--- config.mk ---
export PLATFORM = sky130hd
export DESIGN_NAME = key4_debounce
export DESIGN_NICKNAME = d
export VERILOG_FILES = /design/src/rtl/key4_debounce.sv
export SDC_FILE = /design/constraint.sdc
export NUM_CORES = 1
export LEC_CHECK = 0
export ABC_AREA = 1
export ABC_CLOCK_PERIOD_IN_PS = 1650
export CAP_MARGIN = 20
export CORE_ASPECT_RATIO = 0.6
export CORE_MARGIN = 10
export CORE_UTILIZATION = 57
export DETAILED_ROUTE_END_ITERATION = 10
export HOLD_SLACK_MARGIN = 0.08
export PLACE_DENSITY_LB_ADDON = 0.25
export SETUP_SLACK_MARGIN = 0.1
export SYNTH_ARGS = -nofsm -noshare
export SYNTH_HDL_FRONTEND = slang
export SYNTH_SLANG_ARGS = --single-unit
export TNS_END_PERCENT = 5
--- constraint.sdc ---
create_clock -name clk -period 1.65 [get_ports clk]
set_input_delay 0.495 -clock clk [delete_from_list [all_inputs] [get_ports clk]]
set_output_delay 0.495 -clock clk [all_outputs]
set_load 0.01 [all_outputs]
--- src/rtl/key4_debounce.sv ---
// key4_debounce: four-channel push-button conditioner.
// Each raw active-low key is synchronised, debounced to a clean active-high
// level, and turned into press/release pulses plus hold-to-repeat pulses.
// key_code/key_any summarise the debounced levels one cycle later.
module key4_debounce #(
  parameter int unsigned DEBOUNCE_CYCLES = 1_000_000,
  parameter int unsigned HOLD_CYCLES     = 25_000_000,
  parameter int unsigned REPEAT_CYCLES   = 5_000_000
) (
  input  logic       clk,
  input  logic       rst,
  input  logic [3:0] key_n,
  output logic [3:0] key_state,
  output logic [3:0] key_press,
  output logic [3:0] key_release,
  output logic [3:0] key_repeat,
  output logic [1:0] key_code,
  output logic       key_any
);

  localparam int unsigned DW   = $clog2(DEBOUNCE_CYCLES);
  localparam int unsigned RMAX = (HOLD_CYCLES > REPEAT_CYCLES) ? HOLD_CYCLES : REPEAT_CYCLES;
  localparam int unsigned RW   = $clog2(RMAX);

  localparam logic [DW-1:0] DB_LAST     = DW'(DEBOUNCE_CYCLES - 1);
  localparam logic [RW-1:0] HOLD_LAST   = RW'(HOLD_CYCLES - 1);
  localparam logic [RW-1:0] REPEAT_LAST = RW'(REPEAT_CYCLES - 1);
  localparam logic [DW-1:0] DB_ONE      = DW'(1);
  localparam logic [RW-1:0] RPT_ONE     = RW'(1);

  typedef enum logic [1:0] {
    RPT_IDLE   = 2'd0,
    RPT_HOLD   = 2'd1,
    RPT_REPEAT = 2'd2
  } rpt_state_e;

  // Synchroniser flops (hold raw active-low polarity, reset to released)
  logic [3:0]    sync1_q;
  logic [3:0]    sync2_q;
  logic [3:0]    sync_s;

  // Debounce state
  logic [DW-1:0] db_cnt_q [4];
  logic [DW-1:0] db_cnt_d [4];
  logic [3:0]    key_state_q, key_state_d;
  logic [3:0]    press_q, press_d;
  logic [3:0]    release_q, release_d;

  // Repeat state machines
  rpt_state_e    rpt_st_q [4];
  rpt_state_e    rpt_st_d [4];
  logic [RW-1:0] rpt_cnt_q [4];
  logic [RW-1:0] rpt_cnt_d [4];
  logic [3:0]    repeat_q, repeat_d;

  // Summary outputs
  logic [1:0]    code_q, code_d;
  logic          any_q, any_d;

  assign sync_s = ~sync2_q;

  // Debounce: count consecutive mismatches, accept the new level on the terminal count
  always_comb begin
    db_cnt_d    = db_cnt_q;
    key_state_d = key_state_q;
    press_d     = 4'b0000;
    release_d   = 4'b0000;
    for (int i = 0; i < 4; i++) begin
      if (sync_s[i] == key_state_q[i]) begin
        db_cnt_d[i] = '0;
      end else if (db_cnt_q[i] == DB_LAST) begin
        db_cnt_d[i]    = '0;
        key_state_d[i] = sync_s[i];
        press_d[i]     = sync_s[i];
        release_d[i]   = ~sync_s[i];
      end else begin
        db_cnt_d[i] = db_cnt_q[i] + DB_ONE;
      end
    end
  end

  // Repeat FSM next state: driven by the level being registered this edge so a release wins
  always_comb begin
    rpt_st_d  = rpt_st_q;
    rpt_cnt_d = rpt_cnt_q;
    repeat_d  = 4'b0000;
    for (int i = 0; i < 4; i++) begin
      if (!key_state_d[i]) begin
        rpt_st_d[i]  = RPT_IDLE;
        rpt_cnt_d[i] = '0;
      end else begin
        case (rpt_st_q[i])
          RPT_IDLE: begin
            rpt_cnt_d[i] = '0;
            if (press_d[i]) begin
              rpt_st_d[i] = RPT_HOLD;
            end else begin
              rpt_st_d[i] = RPT_IDLE;
            end
          end
          RPT_HOLD: begin
            if (rpt_cnt_q[i] == HOLD_LAST) begin
              repeat_d[i]  = 1'b1;
              rpt_cnt_d[i] = '0;
              rpt_st_d[i]  = RPT_REPEAT;
            end else begin
              rpt_cnt_d[i] = rpt_cnt_q[i] + RPT_ONE;
            end
          end
          RPT_REPEAT: begin
            if (rpt_cnt_q[i] == REPEAT_LAST) begin
              repeat_d[i]  = 1'b1;
              rpt_cnt_d[i] = '0;
            end else begin
              rpt_cnt_d[i] = rpt_cnt_q[i] + RPT_ONE;
            end
          end
          default: begin
            rpt_st_d[i]  = RPT_IDLE;
            rpt_cnt_d[i] = '0;
          end
        endcase
      end
    end
  end

  // Summary: lowest-numbered pressed key wins, computed from the registered level
  always_comb begin
    any_d = |key_state_q;
    casez (key_state_q)
      4'b???1: code_d = 2'd0;
      4'b??10: code_d = 2'd1;
      4'b?100: code_d = 2'd2;
      4'b1000: code_d = 2'd3;
      default: code_d = 2'd0;
    endcase
  end

  // State registers for synchroniser, debounce, repeat FSMs and outputs
  always_ff @(posedge clk or negedge rst) begin
    if (!rst) begin
      sync1_q     <= 4'b1111;
      sync2_q     <= 4'b1111;
      key_state_q <= 4'b0000;
      press_q     <= 4'b0000;
      release_q   <= 4'b0000;
      repeat_q    <= 4'b0000;
      code_q      <= 2'd0;
      any_q       <= 1'b0;
      for (int i = 0; i < 4; i++) begin
        db_cnt_q[i]  <= '0;
        rpt_cnt_q[i] <= '0;
        rpt_st_q[i]  <= RPT_IDLE;
      end
    end else begin
      sync1_q     <= key_n;
      sync2_q     <= sync1_q;
      key_state_q <= key_state_d;
      press_q     <= press_d;
      release_q   <= release_d;
      repeat_q    <= repeat_d;
      code_q      <= code_d;
      any_q       <= any_d;
      for (int i = 0; i < 4; i++) begin
        db_cnt_q[i]  <= db_cnt_d[i];
        rpt_cnt_q[i] <= rpt_cnt_d[i];
        rpt_st_q[i]  <= rpt_st_d[i];
      end
    end
  end

  assign key_state   = key_state_q;
  assign key_press   = press_q;
  assign key_release = release_q;
  assign key_repeat  = repeat_q;
  assign key_code    = code_q;
  assign key_any     = any_q;

endmodule

After elaboration in Yosys (flattened, before gate mapping). Cells that the tools add are included.

Register bits after elaboration: 215. Bits of input ports: 6. Output and inout port bits: 19. Word-level logic and storage cells: 158.

Add/subtract/negate cells: 8. Equality and inequality tests: 35. Multiplexer cells: 81. Bitwise logic cells: 5. Reduce and logical (&&, ||, !) cells: 9.

Operators by type and width (count): 25-bit 2-to-1 mux (12); 25-bit one-hot mux with 2 select lines (4); 20-bit 2-to-1 mux (8); 25-bit by 1-bit adder with 25-bit output (second input constant) (4); 25-bit by 23-bit == test with 1-bit output (second input constant) (4); 25-bit == test (second input constant) (4); 20-bit by 1-bit adder with 20-bit output (second input constant) (4); 20-bit == test (second input constant) (4); 1-bit 2-to-1 mux (40); 2-bit one-hot mux with 3 select lines (5); 2-bit 2-to-1 mux (8); 3-bit inequality test (second input constant) (4); 2-bit == test (second input constant) (5); 2-bit by 1-bit == test with 1-bit output (second input constant) (4); 2-bit logical NOT (4); 2-bit inequality test (second input constant) (4); 1-bit one-hot mux with 2 select lines (4); 2-bit AND reduction (4); 1-bit == test (4); 4-bit == test (second input constant) (1); 1-bit inverter (4); 4-bit inverter (1); 4-bit OR reduction (1); 3-bit == test (second input constant) (1).

Logic depth before layout (Yosys ltp). Gate-level depths: netlist of the first run.

Word-level depth: 6. Depth in mapped cells: 12. Mapped depth without buffers: 11.

Worst setup path before layout of the first run. No wires, ideal clock.

Kind: register to register. Start point: reg rpt_cnt_q[0] (netlist bit). End point: reg rpt_cnt_q[4] (netlist bit). Library setup time: 0.124 ns. Arrival: 1.516 ns. Required time: 1.526 ns. Slack: 0.009 ns. Cell stages (with the launch flop): 12. Buffers on the path: 1. Period minus slack after synthesis: 1.641 ns. Cells stage by stage: dfrtp_1 ha_1 nand2_1 nor2_1 nand2_1 nor2_2 nand3_1 nand2_1 nand2_1 nand2_4 buf_12 nor2_4.

RTL lines: start: declaration (RTL line 52) `logic [RW-1:0] rpt_cnt_q [4];`; start signal: indexed assignment (RTL line 166) `rpt_cnt_q[i] <= rpt_cnt_d[i];`.

==> qor.yml, run 1 <==
status: "complete, but fails checks"
violations: "negative setup slack"
synth_top_area_frac: 0.434
synth_nets: 1545
leakage_nw: 6.49
antenna_found_initial: 0
drc_errors: 0
r2r-start: "rpt_cnt_q[0]"
rsz0062_at_grt: "yes"
max_freq_mhz: 579
netlist_instances: 1515
synth-seq-area-share: 0.451
maxCapViolations: 0
min_path_type: "reg -> reg"
first_pass_iters: 6
path_max_fanout: 13
utilization: 0.730
diodes: 0
r2r_setup_slack_ns: -0.08
path_class: "reg -> reg"
crit_path_start_kind: "register"
period_share: 1.05
vdd_drop_max_mv: 0.951
start_util: 0.589
drt-total-wl_mm: 28.4
root_buffer: "clkbuf_16"
slew_violations: 0
num_vias: 10300
worst_setup_path_end_kind: "register"
io-pin-count: 25
clkLatencyLatePin_ns: 0.52
startpoint: "rpt_cnt_q[0]"
syn_area_per_cell_um2: 7.88
cp-endpoint: "rpt_cnt_q[1]"
synth-seq-cells: 215
grt_pass1_wl_mm: 45.8
grt_max_degree: 65
cts_num_sinks: 215
cts_tree: "yes"
finalWorstSetupSlack_ns: -0.0758
ant_nets: 0
setup_tns_ns: -2.44
portBuffers: 24
rows: 40
final_cell_mix: "nand2_1 (281), nor2_1 (250), dfrtp_1 (206), inv_1 (175), buf_4 (116)"
pre_cts_slack_ns: -0.123
cts_made_buffers: 22
drt_iter0_markers: 1157
skew_ns: 0.0173
post-route-min-period_ns: 1.73
p_per_area_nw_per_um2: 716
synth_area_um2: 11900
grt_util_all_layers: 0.198
drive_above_1_share: 0.247
place.gp.congestion: 0.960
r2r_cells: 11
synth_cell_type_count: 37
hold_viol: 0
r2r-end: "rpt_cnt_q[1]"
cp.required_ns: 2.06
die_y_um: 132
cts_max_level: 1
grt_overflow: 0
cts_max_path_buffers: 3
setup_viol: 61
fp.dieArea_um2: 27300
fin_nets: 1718
arrival_ns: 2.14
final_common_cell: "nand2_1"
relSlewSlack: 0.737
wl_per_cell_um: 14.3
dpl.hpwl_mm: 19.6
yosys.area.top_type: "dfrtp_1"
synthTopCellsByArea: "dfrtp_1 (43%), nand2_1 (9.7%), nor2_1 (9.6%), inv_1 (5.9%), xor2_1 (5.1%)"
yosys_warnings: 0
path_clk_slew_ns: 0.06
via_per_inst: 5.21
die_w_um: 207
grt_pass1_vias: 9460
syn_to_final_growth_pct: 23.9
core_area_um2: 20300
worstMarginPinSlew_ns: 0.391
[layer usage]
metal  global-route usage  part of all wire  up-vias
met5                    0                 0        -
met4               0.0337             0.020        0
met3               0.0334             0.070       55
met2                0.280              0.43      339
met1                0.309              0.48     4830
li1                     -                 -     5083
[kinds of logic (layout without fill, tap and decap cells)]
logic type                 count (synthesis)  after routing  synth area share
AOI/OAI and AO/OA                         70             70            0.0328
xor gates and xnor gates                 104            104            0.0763
adders and majority gates                 24             24            0.0252
buffers and inverters                    201            390            0.0698
DFF                                      215            215             0.451
and+or+nand+nor                          901            901             0.344
[worst max-delay path, cell delays in order, from the launching register on]
cell and delay (ns):
dfrtp_1 0.36, ha_2 0.18, nand2_1 0.07, nor2_1 0.13, nand2_1 0.10, nor2_2 0.11
nand3_1 0.14, nand2_2 0.11, nand2_2 0.08, nand2_4 0.10, buf_12 0.18, nor2_1 0.06
[cell usage after synthesis, drive strengths merged]
library cell	number
a31oi	7
dfrtp	207
a211oi	3
inv	192
o22ai	2
a21oi	24
o21a	6
nand3b	5
nor3	43
nand4	35
or2	3
nand3	107
o31ai	1
o21bai	2
ha	24
nor3b	5
xor2	69
o21ai	25
dfstp	8
and3	2
buf	9
and2	2
nand2	318
nor2	379
nor4	2
xnor2	35
[through the flow]
step	power [mW]	std cells	hold slack, ns	area [um2]
floorplan	5.51	1515	0.199	11900
global placement	5.71	1924	0.348	13500
detailed placement	5.72	1924	0.347	13500
CTS	10.7	1967	0.356	14200
global route	10.9	1977	0.357	14800
finish	10.6	1977	0.356	14800
[sequential cells by signal (all words and copies together) (netlist names)]
signal	flops
key_code	2
key_state	4
rpt_cnt_q	100
key_press	4
key_repeat	4
sync1_q	4
db_cnt_q	80
rpt_st_q	8
sync2_q	4
key_release	4
key_any	1
[where the power goes]
group          leakage [nW]  switching (mW)  internal (mW)  total [mW]
clock network         0.351            2.09           2.85        4.94
registers              2.97          0.0402           5.31        5.35
logic                  3.18           0.193          0.104       0.297
[how the worst min path moves through the flow]
stage                from     endpoint  slack (ns)  cells after the start
3_3_place_gp   sync1_q[1]   sync2_q[1]        0.35                      0
5_1_grt        sync1_q[1]   sync2_q[1]        0.36                      0
4_1_cts        sync1_q[1]   sync2_q[1]        0.36                      0
6_report       sync1_q[1]   sync2_q[1]        0.36                      0
2_1_floorplan         rst  db_cnt_q[0]        0.20                      0
3_5_place_dp   sync1_q[1]   sync2_q[1]        0.35                      0
[what timing repair did]
action / CTS / global route
cloned: 0 / 4
pin swaps: 5 / 26
resized for setup: 116 / 130
endpoints found under the setup margin: 172 / 178
hold endpoints to repair: 25 / 0
hold buffers: 1 / 0
buffers inserted: 2 / 6
[final cells by class]
class,count,area [um2]
multi-input combinational,1099,6230
fill,1509,5470
sequential,215,5390
timing repair buffer,158,1400
inverter,192,728
clock buffer,33,643
tap,273,342
clock inverter,7,60.1
No activity file was read; power rests on OpenSTA's default activity.
==> run 2, diff against run 1 <==
--- a/config.mk
+++ b/config.mk
@@ -7,7 +7,6 @@
 export LEC_CHECK = 0
 export ABC_AREA = 1
 export ABC_CLOCK_PERIOD_IN_PS = 1650
-export CAP_MARGIN = 20
 export CORE_ASPECT_RATIO = 0.6
 export CORE_MARGIN = 10
 export CORE_UTILIZATION = 57
==> results of run 2 <==
The final DEF is identical to that of run 1; final timing and power are the same.
